**src/rtl/mac_operand_sequencer.sv**
```systemverilog
// ---------------------------------------------------------------------------
// mac_operand_sequencer
//
// Upstream feeder for the 64-bit pipelined MAC in the MAC VFU. Operand
// triples (m1, m2, addend) are buffered in a small FIFO and issued one at a
// time to the MAC get_values method. Each 128-bit result is captured at the
// MAC's fixed latency and presented in order on a valid/ready output, tagged
// with a wrapping sequence index.
//
// The MAC produces no new result when a triple is identical to the one it
// last accepted. Such triples are never issued; the held result is replayed
// on the output instead.
//
// Build option:
//   MAC_SEQ_WATCHDOG_EN  - when defined, a watchdog abandons a result that
//                          has not arrived after 16 cycles in CAPT. The
//                          output then reports out_err=1 with out_data=0.
//                          When undefined, CAPT waits indefinitely and
//                          out_err is tied to 0.
//
// Parameters:
//   DEPTH    operand FIFO entries (power of 2, >= 2)
//   MAC_LAT  cycles from mac_en to a valid mac_result
//   IDX_W    width of the result sequence index
//
// Ports:
//   CLK, RST                      clock, synchronous active-high reset
//   in_valid/in_ready             operand triple handshake
//   in_m1/in_m2/in_addend         operand triple (64 bits each)
//   mac_en/mac_rdy                MAC EN_get_values / RDY_get_values
//   mac_m1/mac_m2/mac_addend      MAC get_values_* operands (held between issues)
//   mac_res_en/mac_res_rdy        MAC EN_mac_result / RDY_mac_result
//   mac_result                    MAC 128-bit result
//   out_valid/out_ready           result handshake
//   out_data                      result (m1*m2+addend, full 128 bits)
//   out_idx                       sequence number of the result, wraps
//   out_err                       result abandoned by the watchdog
//   busy                          FSM not idle or FIFO non-empty
// ---------------------------------------------------------------------------
module mac_operand_sequencer #(
    parameter int unsigned DEPTH   = 4,
    parameter int unsigned MAC_LAT = 3,
    parameter int unsigned IDX_W   = 8
) (
    input  logic               CLK,
    input  logic               RST,

    input  logic               in_valid,
    output logic               in_ready,
    input  logic [63:0]        in_m1,
    input  logic [63:0]        in_m2,
    input  logic [63:0]        in_addend,

    output logic               mac_en,
    input  logic               mac_rdy,
    output logic [63:0]        mac_m1,
    output logic [63:0]        mac_m2,
    output logic [63:0]        mac_addend,

    output logic               mac_res_en,
    input  logic [127:0]       mac_result,
    input  logic               mac_res_rdy,

    output logic               out_valid,
    input  logic               out_ready,
    output logic [127:0]       out_data,
    output logic [IDX_W-1:0]   out_idx,
    output logic               out_err,
    output logic               busy
);

    localparam int unsigned PW  = $clog2(DEPTH);
    localparam int unsigned CW  = PW + 1;
    localparam int unsigned TW  = 192;
    localparam int unsigned WCW = (MAC_LAT > 2) ? $clog2(MAC_LAT) : 1;

    // WAIT lasts MAC_LAT-1 cycles so that CAPT lands exactly MAC_LAT cycles
    // after the mac_en cycle.
    localparam logic [WCW-1:0] WAIT_LAST = WCW'((MAC_LAT >= 2) ? MAC_LAT - 2 : 0);
    localparam logic [CW-1:0]  FULL_CNT  = CW'(DEPTH);

    typedef enum logic [2:0] {
        S_IDLE,
        S_ISSUE,
        S_WAIT,
        S_CAPT,
        S_OUT
    } state_t;

    state_t state, state_nxt;

    // -----------------------------------------------------------------------
    // Operand FIFO
    // -----------------------------------------------------------------------
    logic [TW-1:0] fifo_mem [DEPTH];
    logic [PW-1:0] wr_ptr;
    logic [PW-1:0] rd_ptr;
    logic [CW-1:0] count;
    logic          fifo_empty;
    logic          push;
    logic          pop;
    logic [TW-1:0] head;

    assign fifo_empty = (count == '0);
    assign in_ready   = (count != FULL_CNT);
    assign push       = in_valid && in_ready;
    assign head       = fifo_mem[rd_ptr];

    always_ff @(posedge CLK) begin
        if (push) begin
            fifo_mem[wr_ptr] <= {in_m1, in_m2, in_addend};
        end
    end

    always_ff @(posedge CLK) begin
        if (RST) begin
            wr_ptr <= '0;
            rd_ptr <= '0;
            count  <= '0;
        end else begin
            if (push) begin
                wr_ptr <= wr_ptr + PW'(1);
            end
            if (pop) begin
                rd_ptr <= rd_ptr + PW'(1);
            end
            case ({push, pop})
                2'b10:   count <= count + CW'(1);
                2'b01:   count <= count - CW'(1);
                default: count <= count;
            endcase
        end
    end

    // -----------------------------------------------------------------------
    // Last-issued triple (L) and held result (H)
    // -----------------------------------------------------------------------
    // l_valid=0 marks L as matching nothing; it starts set because the MAC
    // resets with 0,0,0 registered and a 0 result.
    logic [TW-1:0]  l_trip;
    logic           l_valid;
    logic [127:0]   h_res;
    logic           head_match;

    assign head_match = l_valid && (head == l_trip);

    // -----------------------------------------------------------------------
    // Latency counter and optional watchdog
    // -----------------------------------------------------------------------
    logic [WCW-1:0] wait_cnt;

    always_ff @(posedge CLK) begin
        if (RST || state != S_WAIT) begin
            wait_cnt <= '0;
        end else begin
            wait_cnt <= wait_cnt + WCW'(1);
        end
    end

`ifdef MAC_SEQ_WATCHDOG_EN
    logic [4:0] wd_cnt;
    logic       wd_fire;
    logic       err_q;

    // Counts consecutive CAPT cycles without mac_res_rdy; the 16th such
    // cycle sees wd_cnt == 15 and gives up on the result.
    always_ff @(posedge CLK) begin
        if (RST || state != S_CAPT) begin
            wd_cnt <= '0;
        end else if (!mac_res_rdy) begin
            wd_cnt <= wd_cnt + 5'd1;
        end
    end

    assign out_err = err_q;
`else
    assign out_err = 1'b0;
`endif

    // -----------------------------------------------------------------------
    // FSM: state register
    // -----------------------------------------------------------------------
    always_ff @(posedge CLK) begin
        if (RST) begin
            state <= S_IDLE;
        end else begin
            state <= state_nxt;
        end
    end

    // -----------------------------------------------------------------------
    // FSM: next state and control strobes
    // -----------------------------------------------------------------------
    logic load_mac;
    logic issue;
    logic capture;
    logic replay;
    logic deliver;

    always_comb begin
        state_nxt  = state;
        pop        = 1'b0;
        load_mac   = 1'b0;
        issue      = 1'b0;
        capture    = 1'b0;
        replay     = 1'b0;
        deliver    = 1'b0;
        mac_en     = 1'b0;
        mac_res_en = 1'b0;
        out_valid  = 1'b0;
`ifdef MAC_SEQ_WATCHDOG_EN
        wd_fire    = 1'b0;
`endif
        case (state)
            S_IDLE: begin
                if (!fifo_empty) begin
                    pop = 1'b1;
                    if (head_match) begin
                        // MAC would suppress this triple; reuse H.
                        replay    = 1'b1;
                        state_nxt = S_OUT;
                    end else begin
                        load_mac  = 1'b1;
                        state_nxt = S_ISSUE;
                    end
                end
            end
            S_ISSUE: begin
                if (mac_rdy) begin
                    mac_en    = 1'b1;
                    issue     = 1'b1;
                    state_nxt = (MAC_LAT > 1) ? S_WAIT : S_CAPT;
                end
            end
            S_WAIT: begin
                if (wait_cnt == WAIT_LAST) begin
                    state_nxt = S_CAPT;
                end
            end
            S_CAPT: begin
                if (mac_res_rdy) begin
                    mac_res_en = 1'b1;
                    capture    = 1'b1;
                    state_nxt  = S_OUT;
                end
`ifdef MAC_SEQ_WATCHDOG_EN
                else if (wd_cnt == 5'd15) begin
                    wd_fire   = 1'b1;
                    state_nxt = S_OUT;
                end
`endif
            end
            S_OUT: begin
                out_valid = 1'b1;
                if (out_ready) begin
                    deliver   = 1'b1;
                    state_nxt = S_IDLE;
                end
            end
            default: begin
                state_nxt = S_IDLE;
            end
        endcase
    end

    assign busy = (state != S_IDLE) || !fifo_empty;

    // -----------------------------------------------------------------------
    // Datapath registers
    // -----------------------------------------------------------------------
    always_ff @(posedge CLK) begin
        if (RST) begin
            mac_m1     <= '0;
            mac_m2     <= '0;
            mac_addend <= '0;
            l_trip     <= '0;
            l_valid    <= 1'b1;
            h_res      <= '0;
            out_data   <= '0;
            out_idx    <= '0;
        end else begin
            if (load_mac) begin
                {mac_m1, mac_m2, mac_addend} <= head;
            end
            if (issue) begin
                l_trip  <= {mac_m1, mac_m2, mac_addend};
                l_valid <= 1'b1;
            end
            if (capture) begin
                h_res    <= mac_result;
                out_data <= mac_result;
            end
            if (replay) begin
                out_data <= h_res;
            end
            if (deliver) begin
                out_idx <= out_idx + IDX_W'(1);
            end
`ifdef MAC_SEQ_WATCHDOG_EN
            // The MAC state is unknown after a lost result, so the next
            // triple must issue even if it equals the last one.
            if (wd_fire) begin
                out_data <= '0;
                l_valid  <= 1'b0;
            end
`endif
        end
    end

`ifdef MAC_SEQ_WATCHDOG_EN
    always_ff @(posedge CLK) begin
        if (RST) begin
            err_q <= 1'b0;
        end else if (wd_fire) begin
            err_q <= 1'b1;
        end else if (capture || replay) begin
            err_q <= 1'b0;
        end
    end
`endif

endmodule

```
**config.mk**
```make
export PLATFORM = sky130hd
export DESIGN_NAME = mac_operand_sequencer
export DESIGN_NICKNAME = d
export VERILOG_FILES = /design/src/rtl/mac_operand_sequencer.sv
export SDC_FILE = /design/constraint.sdc
export NUM_CORES = 2
export LEC_CHECK = 0
export BUFFER_PORTS_ARGS = -buffer_cell sky130_fd_sc_hd__buf_2
export CORE_MARGIN = 10
export CORE_UTILIZATION = 45
export DETAILED_ROUTE_END_ITERATION = 8
export HOLD_SLACK_MARGIN = 0.1
export SLEW_MARGIN = 20
export SYNTH_ARGS = -nofsm -noshare
export SYNTH_HDL_FRONTEND = slang
export SYNTH_SLANG_ARGS = --single-unit
```
**constraint.sdc**
```tcl
create_clock -name CLK -period 15.9 [get_ports CLK]
set_input_delay 3.18 -clock CLK [delete_from_list [all_inputs] [get_ports CLK]]
set_output_delay 3.18 -clock CLK [all_outputs]
set_load 0.02 [all_outputs]
```
==> flow_summary.json <==
{
  "antenna_found_initial": 74,
  "p_leak_uw": 0.02146,
  "num_vias": 37070,
  "ioPinCount": 660,
  "p_sw_frac": 0.3473,
  "drt_iter0_drc": 3742,
  "ys_seq_area_frac": 0.6734,
  "rr_worst_depth": 12,
  "fin_cells": 6521,
  "worstMarginPinSlew_ns": 1.096,
  "dp_cells": 6220,
  "synth_edf_count": 768,
  "regToRegEndpoint": "state[0]",
  "pre_cts_slack_ns": 7.768,
  "grt_pass1_wl_um": 252000,
  "std_cell_rows": 126,
  "cts_tree": "built",
  "cp_max_fo": 72,
  "yosysTopAreaCellShare": 0.4276,
  "cts_setup_buffers": 0,
  "setup_viol": 0,
  "crit_type": "input pin to output pin",
  "critPathRequiredTime_ns": 12.72,
  "path_cells": "buf_2 > nand2_1 > or3_4 > inv_8 > buf_2",
  "nFillCells": 10080,
  "outcome": "finished, final reports clean",
  "drc_errors": 0,
  "grt_pass1_vias": 34990,
  "clock-root-buffer": "clkbuf_16",
  "min_period_over_period": 0.5080,
  "final_cell_mix": "nand2_1, edfxtp_1, dfxtp_1",
  "cts_made_buffers": 150,
  "clock_latency_ns": 0.75,
  "clk_pin_slew_ns": 0.06,
  "syn_area_sq_um": 53930,
  "hold_viol_final": 0,
  "gp_routability_congestion": 0.8757,
  "dieWidth_um": 366.2,
  "hold_buffers": 0,
  "vias_per_cell": 5.684,
  "syn_inst": 4249,
  "drive_gt1_frac": 0.2312,
  "cts_max_level": 4,
  "grt.overflow.total": 0,
  "synth_cell_types": 45,
  "slew_viol_final": 0,
  "syn_to_final_growth_pct": 17.52,
  "max_freq_ghz": 0.1238,
  "post_drt_wl_per_cell_um": 26.86,
  "p_comb_frac": 0.278,
  "grt_max_degree": 194,
  "synth-main-ff-cell": "edfxtp_1",
  "cp.depth": 5,
  "critPathSlowestCell": "or3_4",
  "clk_path_buf_depth": 3,
  "grt_usage": 0.2508,
  "numPortBuffers": 658,
  "final_common_cell": "nand2_1",
  "worstSetupStartpointType": "input pin",
  "finalNetCount": 5107,
  "start_util": 0.4549,
  "path_common_cell": "buf_2",
  "switching_power_uw": 3926,
  "grt_setup_unrepaired": "false",
  "cap_violations": 0,
  "dr.pass1.iters": 8,
  "antenna_left": 0,
  "drt_wl_total_um": 175100,
  "dieHeight_um": 366.2,
  "crit_arrival_ns": 4.90,
  "async_flop_share": 0,
  "clock_skew_ns": 0.02532,
  "p_int_uw": 7376,
  "netlist.top_cell.by_area": "edfxtp_1",
  "cts.sinks": 1430,
  "setup_ws_ns": 7.823,
  "maxSlewHeadroom": 0.2696,
  "post_cts_resized": 0,
  "yosysWarnings": 0,
  "dieArea_sq_um": 134100,
  "setup_tns_ns": 0,
  "synth_area_per_cell_sq_um": 12.69,
  "max_stage_delay_ns": 0.65,
  "p_clk_frac": 0.309,
  "cp_num_buf_inv": 3,
  "holdCritPathClass": "flip-flop to flip-flop",
  "ys_ff_latch": 1430,
  "seq_power_share": 0.412,
  "end_kind": "output pin",
  "synth_fp_nets": 4583,
  "ys_top_cells_by_area": "edfxtp_1, dfxtp_1, mux4_2",
  "reg2reg_slack_ns": 8.97,
  "coreArea_sq_um": 118600,
  "dpl.hpwl_um": 116800,
  "cp-endpoint": "mac_en",
  "ir_drop_mv": 0.2782,
  "critPathTopFamily": "buffers and inverters",
  "post-route-min-period_ns": 8.077,
  "critical_path.startpoint": "mac_rdy",
  "cellPowerDensity_nw_per_um2": 178.3
}
## through the flow
| stage | power (uW) | instance area, sq um | utilization | hold WS (ns) |
|---|---|---|---|---|
| 6_report | 11300 | 63380 | 0.5346 | 0.4234 |
| 5_1_grt | 11770 | 63360 | 0.5344 | 0.4545 |
| 4_1_cts | 11390 | 63290 | 0.5338 | 0.4278 |
| 3_5_place_dp | 7903 | 58370 | 0.4923 | 0.4196 |
| 3_3_place_gp | 7879 | 58370 | 0.4923 | 0.4068 |
| 2_1_floorplan | 6594 | 53930 | - | 0.3964 |
## logic make-up (layout without fill, tap and decap cells)
logic type,count (synthesis),after routing,share of synthesized area
xor gates and xnor gates,201,201,0.03264
adders and majority gates,8,8,0.001995
and+or+nand+nor,1211,1211,0.09617
buffers and inverters,347,995,0.02633
DFF,1430,1430,0.6734
other,1,25,0.00006953
AOI/OAI and AO/OA,849,849,0.08842
muxes,202,202,0.08102
## state kept, by name, summed over array words and instances, names as in the netlist, named ones only
signal	count
rd_ptr	2
wr_ptr	2
mac_m2	64
state	3
mac_m1	64
count	3
out_idx	8
wait_cnt	2
mac_addend	64
out_data	128
l_trip	192
fifo_mem	768
h_res	128
## cells in the mapped netlist, types with 6 or more instances
| library cell | n |
|---|---|
| dfxtp_1 | 662 |
| a21oi_1 | 513 |
| edfxtp_1 | 768 |
| nor4_1 | 14 |
| nand2_1 | 777 |
| nor3_1 | 131 |
| nor2_1 | 22 |
| o21ai_1 | 10 |
| ha_1 | 7 |
| a311oi_1 | 128 |
| mux2_2 | 6 |
| xor2_1 | 19 |
| mux2i_1 | 9 |
| clkbuf_1 | 222 |
| nand3_1 | 197 |
| nand4_1 | 46 |
| o21ai_0 | 185 |
| inv_1 | 13 |
| buf_1 | 38 |
| xnor2_1 | 182 |
| nand2b_1 | 6 |
| buf_2 | 67 |
| mux4_2 | 187 |
## worst min path at each step
stage | startpoint | endpoint | slack [ns] | cells after the start
5_1_grt | wait_cnt[0] | wait_cnt[0] | 0.45 | 1
3_5_place_dp | wait_cnt[0] | wait_cnt[0] | 0.42 | 1
2_1_floorplan | wait_cnt[0] | wait_cnt[0] | 0.40 | 1
6_report | wait_cnt[0] | wait_cnt[0] | 0.42 | 1
3_3_place_gp | wait_cnt[0] | wait_cnt[0] | 0.41 | 1
4_1_cts | wait_cnt[0] | wait_cnt[0] | 0.43 | 1
## power groups by stage
stage | logic, uW | clock network [uW] | registers, uW
floorplan | 1640 | 0 | 4950
global placement | 3160 | 0 | 4710
detailed placement | 3170 | 0 | 4730
CTS | 3180 | 3550 | 4660
global route | 3360 | 3700 | 4710
finish | 3150 | 3500 | 4660
## area by class of cell
class                      instances  area [sq um]  share of cell area
antenna                           24         60.06           0.0009476
clock buffer                     216          4298             0.06781
clock inverter                    60         621.8            0.009812
inverter                          13         66.31            0.001046
multi-input combinational       2472         16250              0.2564
sequential                      1430         36320              0.5731
tap                             1600          2002             0.03159
timing repair buffer             706          3759             0.05931
## per-layer routing
layer | track usage | wire length (um) | up-vias
met5 | 0 | 195 | -
met4 | 0.07823 | 4576 | 30
met3 | 0.08654 | 17070 | 294
met2 | 0.3923 | 81790 | 1553
met1 | 0.3273 | 71510 | 18520
li1 | - | - | 16680
## worst reg2reg max path, stage by stage, from the launching register on
cell	delay, ns
dfxtp_4	0.71
buf_12	0.70
buf_12	0.67
mux4_2	0.72
xnor2_1	0.37
nand4_1	0.14
nor4_1	0.56
nand4_1	0.26
or4_4	1.01
buf_4	0.61
buf_4	0.55
a221oi_1	0.38
a2111oi_0	0.10
Note: power is estimated with default switching activity, not from simulation.
